<file path="config.mk">
export PLATFORM = sky130hd
export DESIGN_NAME = mem_loader
export DESIGN_NICKNAME = d
export VERILOG_FILES = /design/src/rtl/mem_loader.sv
export SDC_FILE = /design/constraint.sdc
export NUM_CORES = 1
export LEC_CHECK = 0
export ABC_AREA = 1
export CORE_ASPECT_RATIO = 1.2
export CORE_MARGIN = 1.5
export CORE_UTILIZATION = 50
export CTS_BUF_LIST = sky130_fd_sc_hd__clkbuf_16
export DETAILED_ROUTE_END_ITERATION = 8
export GPL_ROUTABILITY_DRIVEN = 0
export HOLD_SLACK_MARGIN = 0.05
export PLACE_DENSITY = 0.76
export SYNTH_ARGS = -nofsm -noshare
export SYNTH_HDL_FRONTEND = slang
export SYNTH_SLANG_ARGS = --single-unit
export TNS_END_PERCENT = 100
</file>
<file path="constraint.sdc">
create_clock -name clk -period 9.3 [get_ports clk]
set_clock_uncertainty 0.05 [all_clocks]
set_input_delay 1.395 -clock clk [delete_from_list [all_inputs] [get_ports clk]]
set_output_delay 1.395 -clock clk [all_outputs]
set_load 0.1 [all_outputs]
</file>
<file path="src/rtl/mem_loader.sv">
// mem_loader: streams words into memory, optionally verifies by XOR checksum readback, then triggers execution
`ifndef MEMORY_ADDR_WIDTH
`define MEMORY_ADDR_WIDTH 8
`endif
`ifndef MEMORY_DATA_WIDTH
`define MEMORY_DATA_WIDTH 32
`endif

module mem_loader #(
  parameter int          ADDR_W     = `MEMORY_ADDR_WIDTH,
  parameter int          DATA_W     = `MEMORY_DATA_WIDTH,
  parameter logic [1:0]  FUNC_READ  = 2'b00,
  parameter logic [1:0]  FUNC_WRITE = 2'b01
) (
  input  logic              clk,
  input  logic              rst,
  input  logic              start,
  input  logic [ADDR_W-1:0] base_addr,
  input  logic              verify_en,
  input  logic              in_valid,
  input  logic [DATA_W-1:0] in_data,
  input  logic              in_last,
  output logic              in_ready,
  input  logic              mem_ready,
  input  logic [DATA_W-1:0] read_data,
  output logic              mem_execute,
  output logic [1:0]        mem_func,
  output logic [ADDR_W-1:0] address,
  output logic [DATA_W-1:0] write_data,
  output logic              busy,
  output logic              done,
  output logic              error,
  output logic [ADDR_W-1:0] word_count,
  output logic              exec_start
);
  typedef enum logic [2:0] {
    IDLE, ACCEPT, WR_ISSUE, WR_WAIT, RD_ISSUE, RD_WAIT, FINISH, FAIL
  } state_t;

  state_t            state_q, state_d;
  logic [ADDR_W-1:0] base_q, base_d;
  logic [ADDR_W-1:0] cnt_q, cnt_d;
  logic [ADDR_W-1:0] ptr_q, ptr_d;
  logic [ADDR_W-1:0] ptr_inc;
  logic [ADDR_W-1:0] addr_q, addr_d;
  logic [DATA_W-1:0] wdata_q, wdata_d;
  logic [DATA_W-1:0] wsum_q, wsum_d;
  logic [DATA_W-1:0] rsum_q, rsum_d;
  logic [1:0]        func_q, func_d;
  logic              ver_q, ver_d;
  logic              last_q, last_d;
  logic              first_q, first_d;
  logic              err_q, err_d;

  assign mem_func   = func_q;
  assign address    = addr_q;
  assign write_data = wdata_q;
  assign word_count = cnt_q;
  assign error      = err_q;
  assign busy       = state_q != IDLE;

  always_ff @(posedge clk or posedge rst) begin
    if (rst) begin
      state_q <= IDLE;
      base_q  <= '0;
      cnt_q   <= '0;
      ptr_q   <= '0;
      addr_q  <= '0;
      wdata_q <= '0;
      wsum_q  <= '0;
      rsum_q  <= '0;
      func_q  <= '0;
      ver_q   <= 1'b0;
      last_q  <= 1'b0;
      first_q <= 1'b0;
      err_q   <= 1'b0;
    end else begin
      state_q <= state_d;
      base_q  <= base_d;
      cnt_q   <= cnt_d;
      ptr_q   <= ptr_d;
      addr_q  <= addr_d;
      wdata_q <= wdata_d;
      wsum_q  <= wsum_d;
      rsum_q  <= rsum_d;
      func_q  <= func_d;
      ver_q   <= ver_d;
      last_q  <= last_d;
      first_q <= first_d;
      err_q   <= err_d;
    end
  end

  always_comb begin
    state_d     = state_q;
    base_d      = base_q;
    cnt_d       = cnt_q;
    ptr_d       = ptr_q;
    addr_d      = addr_q;
    wdata_d     = wdata_q;
    wsum_d      = wsum_q;
    rsum_d      = rsum_q;
    func_d      = func_q;
    ver_d       = ver_q;
    last_d      = last_q;
    first_d     = first_q;
    err_d       = err_q;
    in_ready    = 1'b0;
    mem_execute = 1'b0;
    done        = 1'b0;
    exec_start  = 1'b0;
    ptr_inc     = ptr_q + 1'b1;
    case (state_q)
      IDLE: if (start) begin
        base_d  = base_addr;
        ver_d   = verify_en;
        cnt_d   = '0;
        ptr_d   = '0;
        wsum_d  = '0;
        rsum_d  = '0;
        err_d   = 1'b0;
        state_d = ACCEPT;
      end
      ACCEPT: begin
        in_ready = 1'b1;
        if (in_valid) begin
          wdata_d = in_data;
          last_d  = in_last;
          addr_d  = base_q + ptr_q;
          func_d  = FUNC_WRITE;
          state_d = WR_ISSUE;
        end
      end
      WR_ISSUE: if (mem_ready) begin
        mem_execute = 1'b1;
        first_d     = 1'b1;
        state_d     = WR_WAIT;
      end
      WR_WAIT: begin
        first_d = 1'b0;
        if (!first_q && mem_ready) begin
          cnt_d  = &cnt_q ? cnt_q : cnt_q + 1'b1;
          ptr_d  = ptr_inc;
          wsum_d = wsum_q ^ wdata_q;
          if (!last_q) begin
            state_d = ACCEPT;
          end else if (ver_q) begin
            ptr_d   = '0;
            addr_d  = base_q;
            func_d  = FUNC_READ;
            state_d = RD_ISSUE;
          end else begin
            state_d = FINISH;
          end
        end
      end
      RD_ISSUE: if (mem_ready) begin
        mem_execute = 1'b1;
        first_d     = 1'b1;
        state_d     = RD_WAIT;
      end
      RD_WAIT: begin
        first_d = 1'b0;
        if (!first_q && mem_ready) begin
          rsum_d = rsum_q ^ read_data;
          ptr_d  = ptr_inc;
          if (ptr_inc < cnt_q) begin
            addr_d  = base_q + ptr_inc;
            state_d = RD_ISSUE;
          end else begin
            state_d = (rsum_d == wsum_q) ? FINISH : FAIL;
          end
        end
      end
      FINISH: begin
        done       = 1'b1;
        exec_start = 1'b1;
        state_d    = IDLE;
      end
      FAIL: begin
        err_d   = 1'b1;
        state_d = IDLE;
      end
    endcase
  end
endmodule

</file>
======== After elaboration in Yosys (flattened, before gate mapping) ========
Index checks and enable logic that the tools add are counted.
cells by class
  add/sub/neg operators ................... 4
  $lt $le $gt $ge ......................... 1
  equal/unequal tests ..................... 19
  multiplexer cells ....................... 45
  bitwise operators ....................... 2
  reduce and logical (&&, ||, !) cells .... 26
operators with widths
  cell                 count
  $pmux 32 s2          2
  $mux 8               13
  $mux 32              3
  $xor 32x32->32       2
  $pmux 8 s3           2
  $eq 32x32->1         1
  $mux 3               7
  $pmux 3 s7           1
  $ne 2x2->1 const B   10
  $add 8x1->8 const B  2
  $add 8x8->8          2
  $pmux 8 s2           1
  $eq 3x3->1 const B   4
  $mux 2               6
  $reduce_bool 2->1    5
  $reduce_bool 3->1    3
  $lt 8x8->1           1
  $reduce_and 2->1     4
  $reduce_and 4->1     2
  $reduce_and 8->1     1
  $mux 1               7
  $reduce_and 7->1     1
  $eq 3x2->1 const B   2
  $reduce_and 3->1     2
  10 further kinds     13
word-level totals
  flip-flop bits (word level) ............. 137
  input bits .............................. 79
  output and inout port bits .............. 56
  logic and storage cells ................. 110

======== Depth between registers and ports, before layout ========
Gate-level depths: netlist of the first run.
  depth in word-level cells ............... 6
  gate-level depth with buffers ........... 18
  mapped depth without buffers ............ 18

======== Least setup slack after synthesis of the first run ========
OpenSTA, ideal clock, no wires.
  path type ............................... input -> output
  from .................................... in mem_ready
  to ...................................... out mem_execute
  arrival ................................. 2.716 ns
  data required time ...................... 7.855 ns
  setup slack ............................. 5.139 ns
  stages on the path ...................... 2
  cells stage by stage .................... inv_1 nor2_1
between the ends
  longest elaborated chain between the ends .. 2
RTL lines
  element          line      RTL
  start, declared  24        input logic mem_ready,
  $mux 1           134, 157
  $mux 1           n/a
  end, declared    26        output logic mem_execute,
No other way between the ends.

======== Final worst setup path of the first run ========
Ends and elaborated chain as after synthesis.

==> flow_metrics.py, run 1 <==
metrics = {
    "sta": {
        "max-slew-margin-rel_pct": 28.0,
        "worst_pin_slew_ps": 1080,
        "hold_violations": 0,
        "worst_slack_ps": 4670,
        "fmaxAchievable_mhz": 216,
        "rsz0062_at_grt": "no",
        "hold_ws_ps": 430,
        "maxSlewViolCount": 0,
        "finalSetupViolations": 0,
        "fin_crit_sh_pct": 49.8,
        "setup-tns-final_ps": 0,
        "min_period_ps": 4630,
    },
    "clocking": {
        "cts.htree.levels": 4,
        "cts_setup_buffers": 0,
        "postCtsHoldBufs": 0,
        "clk_pin_slew_ps": 60,
        "clk_latency_ps": 420,
        "numCtsBuffers": 17,
        "root_buffer": "clkbuf_16",
        "cts_resized": 0,
        "cts_sinks": 136,
        "cts_buffer_depth": 2,
        "cts_tree": "yes",
    },
    "detailed_routing": {
        "wl_mm": 18.5,
        "routed-via-count": 7156,
        "route.detailed.drc": 0,
        "wl_per_cell_um": 13.4,
        "drtPass1Iterations": 5,
        "ant_nets": 0,
        "first_iter_violations": 490,
        "vias_per_cell": 5.18,
    },
    "worst_hold_path": {
        "hold_path.class": "register to register",
    },
    "pwr": {
        "vdd_ir_drop_max_uv": 236,
        "finalPower_mw": 3.58,
        "leakage_nw": 4.82,
        "p_per_area_mw_per_mm2": 370,
    },
    "final_layout": {
        "layoutNonFillerInstCount": 1382,
        "multiInputGateArea_mm2": 0.00351,
        "fin_area_mm2": 0.00969,
        "syn_to_final_growth_pct": 25.8,
        "final-seq-area_mm2": 0.00340,
        "finalNetCount": 1262,
        "final.fill_count": 1338,
        "final_layout_size_suffix_gt1_share_pct": 5.26,
        "insertedDiodeCount": 0,
        "final_util_pct": 64.5,
    },
    "synthesis": {
        "synthArstFlopShare_pct": 100,
        "synth_cell_types": 45,
        "yosys-top-cells-area": "dfrtp_1, nand2_1, inv_1",
        "synth_edf_count": 0,
        "synth-main-ff-cell": "dfrtp_1",
        "synth_area_leader_cell": "dfrtp_1",
        "ys_seq_area_share_pct": 44.2,
        "synth_nets": 1138,
        "synth_area_per_cell_um2": 7.40,
        "synth_area_mm2": 0.00770,
        "synth_common_cells": "nand2_1, inv_1, dfrtp_1",
        "syn_inst": 1041,
        "synth_top_area_share_pct": 44.2,
        "yosys_register_bits": 136,
        "synth_most_common_cell": "nand2_1",
        "yosys_warnings": 0,
    },
    "setup_path": {
        "cp-start-kind": "primary input",
        "worstPathRequired_ps": 7860,
        "critPathMaxFanout": 2,
        "worstPathArrival_ps": 3190,
        "end_kind": "output port",
        "crit_type": "primary input to output port",
    },
    "global_routing": {
        "grt_usage_pct": 24.1,
        "antenna_found_initial": 0,
        "grt_pass1_wl_mm": 30.8,
        "grt_max_degree": 73,
        "grt_pass1_vias": 6800,
        "overflow": 0,
    },
    "placed_design": {
        "dp_slack_ps": 4670,
        "dpl_cell_area_mm2": 0.00914,
        "port-buffer-count": 133,
        "hpwl_mm": 12.9,
        "dp_cells": 1350,
    },
    "floorplan": {
        "row_count": 49,
        "start_util_pct": 51.3,
        "die_area_mm2": 0.0162,
        "die_height_um": 139,
        "pin_count": 135,
        "die_w_um": 116,
        "core_area_mm2": 0.0150,
    },
    "outcome": {
        "outcome": "finished clean",
    },
    "job": {
        "drv_cap": 0,
    },
}
-- flip-flops by register name (all words and copies together), names as in the netlist --
register	flops
address	8
base_q	8
error	1
first_q	1
last_q	1
mem_func	1
ptr_q	8
rsum_q	32
state_q	3
ver_q	1
word_count	8
write_data	32
wsum_q	32
-- power breakdown --
group,switching [mW],internal [mW]
Clock,0.247,0.385
Combinational,1.41,0.525
Sequential,0.183,0.836
-- critical path, stage by stage --
cell	delay (ps)
clkdlybuf4s50_1	470
inv_1	50
nor2_1	130
clkdlybuf4s50_1	1140
-- layer usage --
| layer | vias to the layer above | wire (µm) | track usage [%] |
|---|---|---|---|
| met3 | 32 | 934 | 5.42 |
| met2 | 190 | 9110 | 40.3 |
| met4 | 0 | 539 | 9.76 |
| li1 | 3592 | - | - |
| met1 | 3342 | 7940 | 29.9 |
| met5 | - | 0 | 0 |
-- cell usage in the layout (no fill, tap or decap), types with 2 or more instances in the layout --
cell type,netlist,routed
clkinv_4,1,2
nand2_2,4,5
clkdlybuf4s50_1,0,133
xor2_1,7,7
inv_2,7,7
o21ai_1,10,10
or2_2,4,4
clkinv_1,0,2
nor2_1,83,83
clkinvlp_4,0,2
nand3b_1,19,19
nor2_2,2,2
inv_1,152,157
o22ai_1,8,8
dfrtp_1,136,136
a21oi_1,78,78
nand2_1,280,279
clkbuf_16,0,17
nand4_1,18,18
nor3_1,22,22
bufinv_16,0,2
buf_4,2,3
mux2_2,2,2
o21ai_0,72,72
o31ai_1,3,3
nand2_4,5,5
clkinv_2,0,2
nand3_1,63,63
ha_1,17,17
-- layout make-up --
| type | count | share of cell area (%) |
|---|---|---|
| clock buffers | 17 | 4.39 |
| clock inverters | 15 | 1.28 |
| repair buffers | 136 | 14.0 |
| inverters | 161 | 6.37 |
| flip-flops and latches | 136 | 35.1 |
| multi-input cells | 713 | 36.2 |
| well taps | 204 | 2.63 |
-- path summary, 6_finish.rpt --
path	startpoint	to	slack [ps]	cells past startpoint
max reg2reg	state_q[1]	address[6]	6150	13
min reg2reg	wsum_q[20]	wsum_q[20]	430	1
min	wsum_q[20]	wsum_q[20]	430	1
max	mem_ready	mem_execute	4670	4
min in group asynchronous	rst	write_data[29]	1360	2
max in group asynchronous	rst	word_count[1]	6480	3
-- kinds of logic after synthesis --
group           after synthesis  synth area share, %
simple gates                505                 28.9
xor+xnor                      8                0.909
mux                           2                0.292
flops                       136                 44.2
fa+ha+maj                    18                 3.02
other cells                   1               0.0487
compound gates              179                 12.4
buf+inv                     192                 10.3
Power figures use the tool's default switching activity.
==> run 2: changes to the inputs <==
Settings changed: CORE_UTILIZATION 50 to 48, PLACE_DENSITY 0.76 to 0.77.
Clock period 9.3 ns to 3.9 ns, I/O delays scaled along.
==> run 2 against run 1 <==
First-iteration DRC count fell by 19%. Sequential power is 140% higher. Highest routed layer unchanged. Cell count increased by 0.72%. Critical endpoint is now in_ready.
==> flow_metrics.py, run 2 (synthesized netlist as in run 1, its figures left out) <==
metrics = {
    "detailed_routing": {
        "routed-via-count": 7091,
        "drtPass1Iterations": 5,
        "wl_per_cell_um": 13.7,
        "first_iter_violations": 397,
        "ant_nets": 0,
        "route.detailed.drc": 0,
        "vias_per_cell": 5.09,
        "wl_mm": 19.1,
    },
    "floorplan": {
        "row_count": 50,
        "pin_count": 135,
        "core_area_mm2": 0.0156,
        "die_height_um": 142,
        "die_area_mm2": 0.0168,
        "die_w_um": 119,
        "start_util_pct": 49.3,
    },
    "sta": {
        "max-slew-margin-rel_pct": 32.8,
        "maxSlewViolCount": 0,
        "setup-tns-final_ps": 0,
        "fin_crit_sh_pct": 80.0,
        "min_period_ps": 3120,
        "fmaxAchievable_mhz": 321,
        "worst_pin_slew_ps": 1000,
        "rsz0062_at_grt": "no",
        "hold_violations": 0,
        "finalSetupViolations": 0,
    },
    "clocking": {
        "cts_sinks": 136,
        "postCtsHoldBufs": 0,
        "clk_pin_slew_ps": 60,
        "cts.htree.levels": 4,
        "root_buffer": "clkbuf_16",
        "cts_resized": 0,
        "cts_setup_buffers": 0,
        "cts_tree": "yes",
        "cts_buffer_depth": 2,
        "numCtsBuffers": 17,
        "clk_latency_ps": 420,
    },
    "setup_path": {
        "worstPathRequired_ps": 3260,
        "critPathBufInv": 2,
        "end_kind": "output port",
        "crit_type": "register to output port",
        "critPathTopFamily": "buffers and inverters",
        "cp_slowest_stage_delay_ps": 1170,
        "rrSetupSlack_ps": 1090,
        "cp-start-kind": "register",
        "crit_chain": "inv_1 > nand2_4 > nor2_2 > clkdlybuf4s50_1",
        "critPathMaxFanout": 5,
        "slowest_stage": "clkdlybuf4s50_1",
        "worstPathArrival_ps": 2480,
    },
    "pwr": {
        "intPower_mw": 4.19,
        "leakage_nw": 4.84,
        "seqPwrFrac_pct": 28.5,
        "pwr-share-clk_pct": 17.9,
        "p_switching_mw": 4.42,
        "vdd_ir_drop_max_uv": 471,
        "p_per_area_mw_per_mm2": 883,
        "finalPower_mw": 8.61,
        "comb_power_share_pct": 53.6,
        "switching_share_pct": 51.3,
    },
    "global_routing": {
        "met2_usage_pct": 40.0,
        "overflow": 0,
        "busiest_layer": "met2",
        "grt_pass1_vias": 6628,
        "grt_usage_pct": 23.5,
        "grt_max_degree": 80,
        "grt_pass1_wl_mm": 31.4,
        "grt_use_met1_pct": 29.6,
        "antenna_found_initial": 1,
        "grt_util_met3_pct": 4.74,
    },
    "final_layout": {
        "final_cell_mix": "nand2_1, inv_1, dfrtp_1",
        "final-seq-area_mm2": 0.00340,
        "multiInputGateArea_mm2": 0.00351,
        "syn_to_final_growth_pct": 26.6,
        "layout_commonest_cell": "nand2_1",
        "final.fill_count": 1407,
        "finalNetCount": 1267,
        "final_layout_size_suffix_gt1_share_pct": 6.17,
    },
    "outcome": {
        "outcome": "finished clean",
    },
    "worst_hold_path": {
        "hold_path.class": "register to register",
    },
    "placed_design": {
        "port-buffer-count": 133,
        "hpwl_mm": 13.6,
    },
    "job": {
        "drv_cap": 0,
    },
}
==> run 2: cell types whose count changed in the layout (fill, tap and decap cells not counted) <==
cell             previous run  this run
buf_4                       3         9
clkinvlp_4                  2         6
inv_1                     157       154
clkdlybuf4s50_1           133       131
buf_12                      0         1
clkinv_1                    2         1
clkinv_4                    2         3
diode_2                     0         1
inv_6                       1         0
==> run 2: per-layer routing <==
layer / wire (µm) / up-vias
met5: 0 / -
met4: 485 / 0
met3: 816 / 32
met2: 9480 / 163
met1: 8300 / 3286
li1: - / 3610
==> run 2: worst min-delay path, stage by stage, from the launching register on <==
cell	delay, ps
dfrtp_1	340
nand2_1	50
nand2_1	50
==> run 2: cell type report <==
class,count,share of cell area [%]
Antenna cell,1,0.0256
Clock buffer,17,4.36
Clock inverter,15,1.44
Inverter,161,6.31
Multi-Input combinational cell,713,36.0
Sequential cell,136,34.9
Tap cell,208,2.67
Timing Repair Buffer,141,14.3
==> run 2: worst paths after layout <==
path,from,end,cells after the start
worst max-delay path,state_q[1],in_ready,4
worst min-delay path,address[0],address[0],2
worst max register to register,state_q[1],rsum_q[22],9
worst min register to register,address[0],address[0],2
max in group asynchronous,rst,word_count[4],3
min in group asynchronous,rst,write_data[29],2
==> run 2: per-stage QoR <==
| step | cells | setup WS (ps) | hold WS [ps] | util (%) | cell area (µm²) |
|---|---|---|---|---|---|
| after floorplan | 1041 | 907 | 396 | - | 7710 |
| after global placement | 1359 | 1050 | 413 | 58.8 | 9190 |
| after detailed placement | 1359 | 987 | 418 | 58.8 | 9190 |
| after CTS | 1391 | 778 | 432 | 62.4 | 9750 |
| after global routing | 1392 | 702 | 451 | 62.4 | 9760 |
| final | 1392 | 781 | 426 | 62.4 | 9760 |
==> run 2: power groups by stage <==
stage | registers [mW] | clock network, mW | logic, mW
floorplan | 3.82 | 0 | 2.18
global placement | 2.44 | 0 | 4.54
detailed placement | 2.45 | 0 | 4.62
CTS | 2.45 | 1.57 | 4.64
global route | 2.53 | 1.64 | 5.03
finish | 2.45 | 1.54 | 4.61
==> run 3: changes to the inputs <==
Clock period 3.9 ns to 2.6 ns, I/O delays scaled along.
==> run 3 against run 2 <==
Final area is 0.13% higher. Critical path depth is 12 higher. Register-to-register slack worse by 880 ps. Power is 51% higher. Setup slack worse by 570 ps. First-iteration DRC count is 20% higher. Combinational power is 51% higher.
==> flow_metrics.py, run 3 (synthesized netlist as in run 1, its figures left out) <==
metrics = {
    "outcome": {
        "outcome": "finished clean",
    },
    "floorplan": {
        "die_area_mm2": 0.0168,
        "die_height_um": 142,
        "pin_count": 135,
        "die_w_um": 119,
        "core_area_mm2": 0.0156,
        "start_util_pct": 49.3,
        "row_count": 50,
    },
    "global_routing": {
        "grt_use_met1_pct": 28.7,
        "grt_usage_pct": 23.6,
        "grt_pass1_wl_mm": 31.4,
        "busiest_layer": "met2",
        "grt_max_degree": 62,
        "grt_pass1_vias": 6756,
        "overflow": 0,
        "met2_usage_pct": 40.8,
        "antenna_found_initial": 1,
        "grt_util_met3_pct": 4.86,
    },
    "clocking": {
        "clk_pin_slew_ps": 60,
        "cts_buffer_depth": 2,
        "cts.htree.levels": 4,
        "clk_latency_ps": 420,
        "numCtsBuffers": 17,
        "cts_tree": "yes",
        "root_buffer": "clkbuf_16",
        "cts_sinks": 136,
    },
    "final_layout": {
        "syn_to_final_growth_pct": 26.8,
        "final_util_pct": 62.5,
        "final_layout_size_suffix_gt1_share_pct": 12.0,
        "layout_commonest_cell": "nand2_1",
        "finalNetCount": 1276,
        "fin_area_mm2": 0.00977,
        "final_cell_mix": "nand2_1, inv_1, dfrtp_1",
    },
    "detailed_routing": {
        "first_iter_violations": 477,
        "wl_per_cell_um": 13.5,
        "ant_nets": 0,
        "vias_per_cell": 5.13,
        "wl_mm": 18.9,
        "route.detailed.drc": 0,
        "drtPass1Iterations": 5,
        "routed-via-count": 7188,
    },
    "setup_path": {
        "r2r_end": "state_q[1]",
        "crit_type": "register to register",
        "reg2regPathDepth": 16,
        "end_kind": "register",
        "rrSetupSlack_ps": 210,
        "r2r-start": "ptr_q[0]",
        "critPathMaxFanout": 4,
        "worstPathRequired_ps": 2840,
        "cp-start-kind": "register",
        "worstPathArrival_ps": 2630,
    },
    "sta": {
        "worst_slack_ps": 211,
        "maxSlewViolCount": 0,
        "fmaxAchievable_mhz": 419,
        "worst_pin_slew_ps": 621,
        "finalSetupViolations": 0,
        "max-slew-margin-rel_pct": 58.5,
        "fin_crit_sh_pct": 91.9,
        "min_period_ps": 2390,
        "hold_violations": 0,
    },
    "pwr": {
        "vdd_ir_drop_max_uv": 850,
        "leakage_nw": 4.95,
        "p_per_area_mw_per_mm2": 1340,
    },
    "placed_design": {
        "dp_slack_ps": 150,
        "hpwl_mm": 13.5,
        "dpl_cell_area_mm2": 0.00914,
        "port-buffer-count": 133,
    },
    "worst_hold_path": {
        "hold_path.class": "primary input to asynchronous set/reset pin",
    },
    "job": {
        "drv_cap": 0,
    },
}
## run 3: cell count changes in the layout (fill, tap and decap cells not counted), sizes merged
cell and change:
clkdlybuf4s50 -53, bufinv +1, clkinvlp -1, inv -1
buf +62
## run 3: repair_timing
item	CTS	global route
gates resized for setup	0	11
hold buffers	0	0
endpoints found under the setup margin	0	9
buffers inserted	0	3
endpoints found under the hold margin	0	0
## run 3: report_power, final
| group | internal [mW] | switching [mW] | leakage (nW) | total, mW |
|---|---|---|---|---|
| Sequential | 2.99 | 0.675 | 1.70 | 3.67 |
| Combinational | 1.87 | 5.08 | 2.98 | 6.95 |
| Clock | 1.49 | 0.934 | 0.277 | 2.42 |
| Total | 6.36 | 6.69 | 4.95 | 13.0 |
## run 3: how the worst max path moves through the flow
| stage | to | slack (ps) | start | depth (start not counted) |
|---|---|---|---|---|
| final | state_q[1] | 210 | ptr_q[0] | 16 |
| after global routing | state_q[1] | -20 | ptr_q[0] | 15 |
| after CTS | address[5] | 150 | ptr_q[0] | 15 |
| after detailed placement | address[5] | 150 | ptr_q[0] | 15 |
| after global placement | address[7] | 220 | ptr_q[0] | 15 |
| after floorplan | address[4] | 20 | state_q[1] | 14 |
## run 3: routing by layer
layer / part of all wire (%) / wire length [µm]
met1: 42 / 7970
met2: 51 / 9660
met3: 4.5 / 850
met4: 2.5 / 466
met5: 0 / 0
## run 3: per-stage QoR
step	power [mW]	hold WS (ps)	TNS, ps	instances
finish	13.0	289	0	1400
global route	13.9	331	-24.3	1400
CTS	13.1	299	0	1396
detailed placement	10.6	421	0	1365
global placement	10.5	409	0	1365
floorplan	9.00	396	0	1041
## run 3: layout make-up
class,count,area (µm²)
repair buffers,150,1370
multi-input cells,713,3530
fillers,1400,5870
inverters,161,616
clock inverters,14,159
clock buffers,17,425
well taps,208,260
diodes,1,2.50
flip-flops and latches,136,3400
## run 3: critical path: stages (launching register included)
cell and delay [ps]:
dfrtp_1 400, ha_1 220, nand2_1 110, nor2_2 50, inv_1 90, o21ai_1 80
o21ai_2 80, inv_1 60, ha_1 280, nand2_1 60, nor2_1 50, a211oi_1 180
nand2_1 100, nand2_2 110, inv_1 70, o21ai_0 130, o21ai_0 110
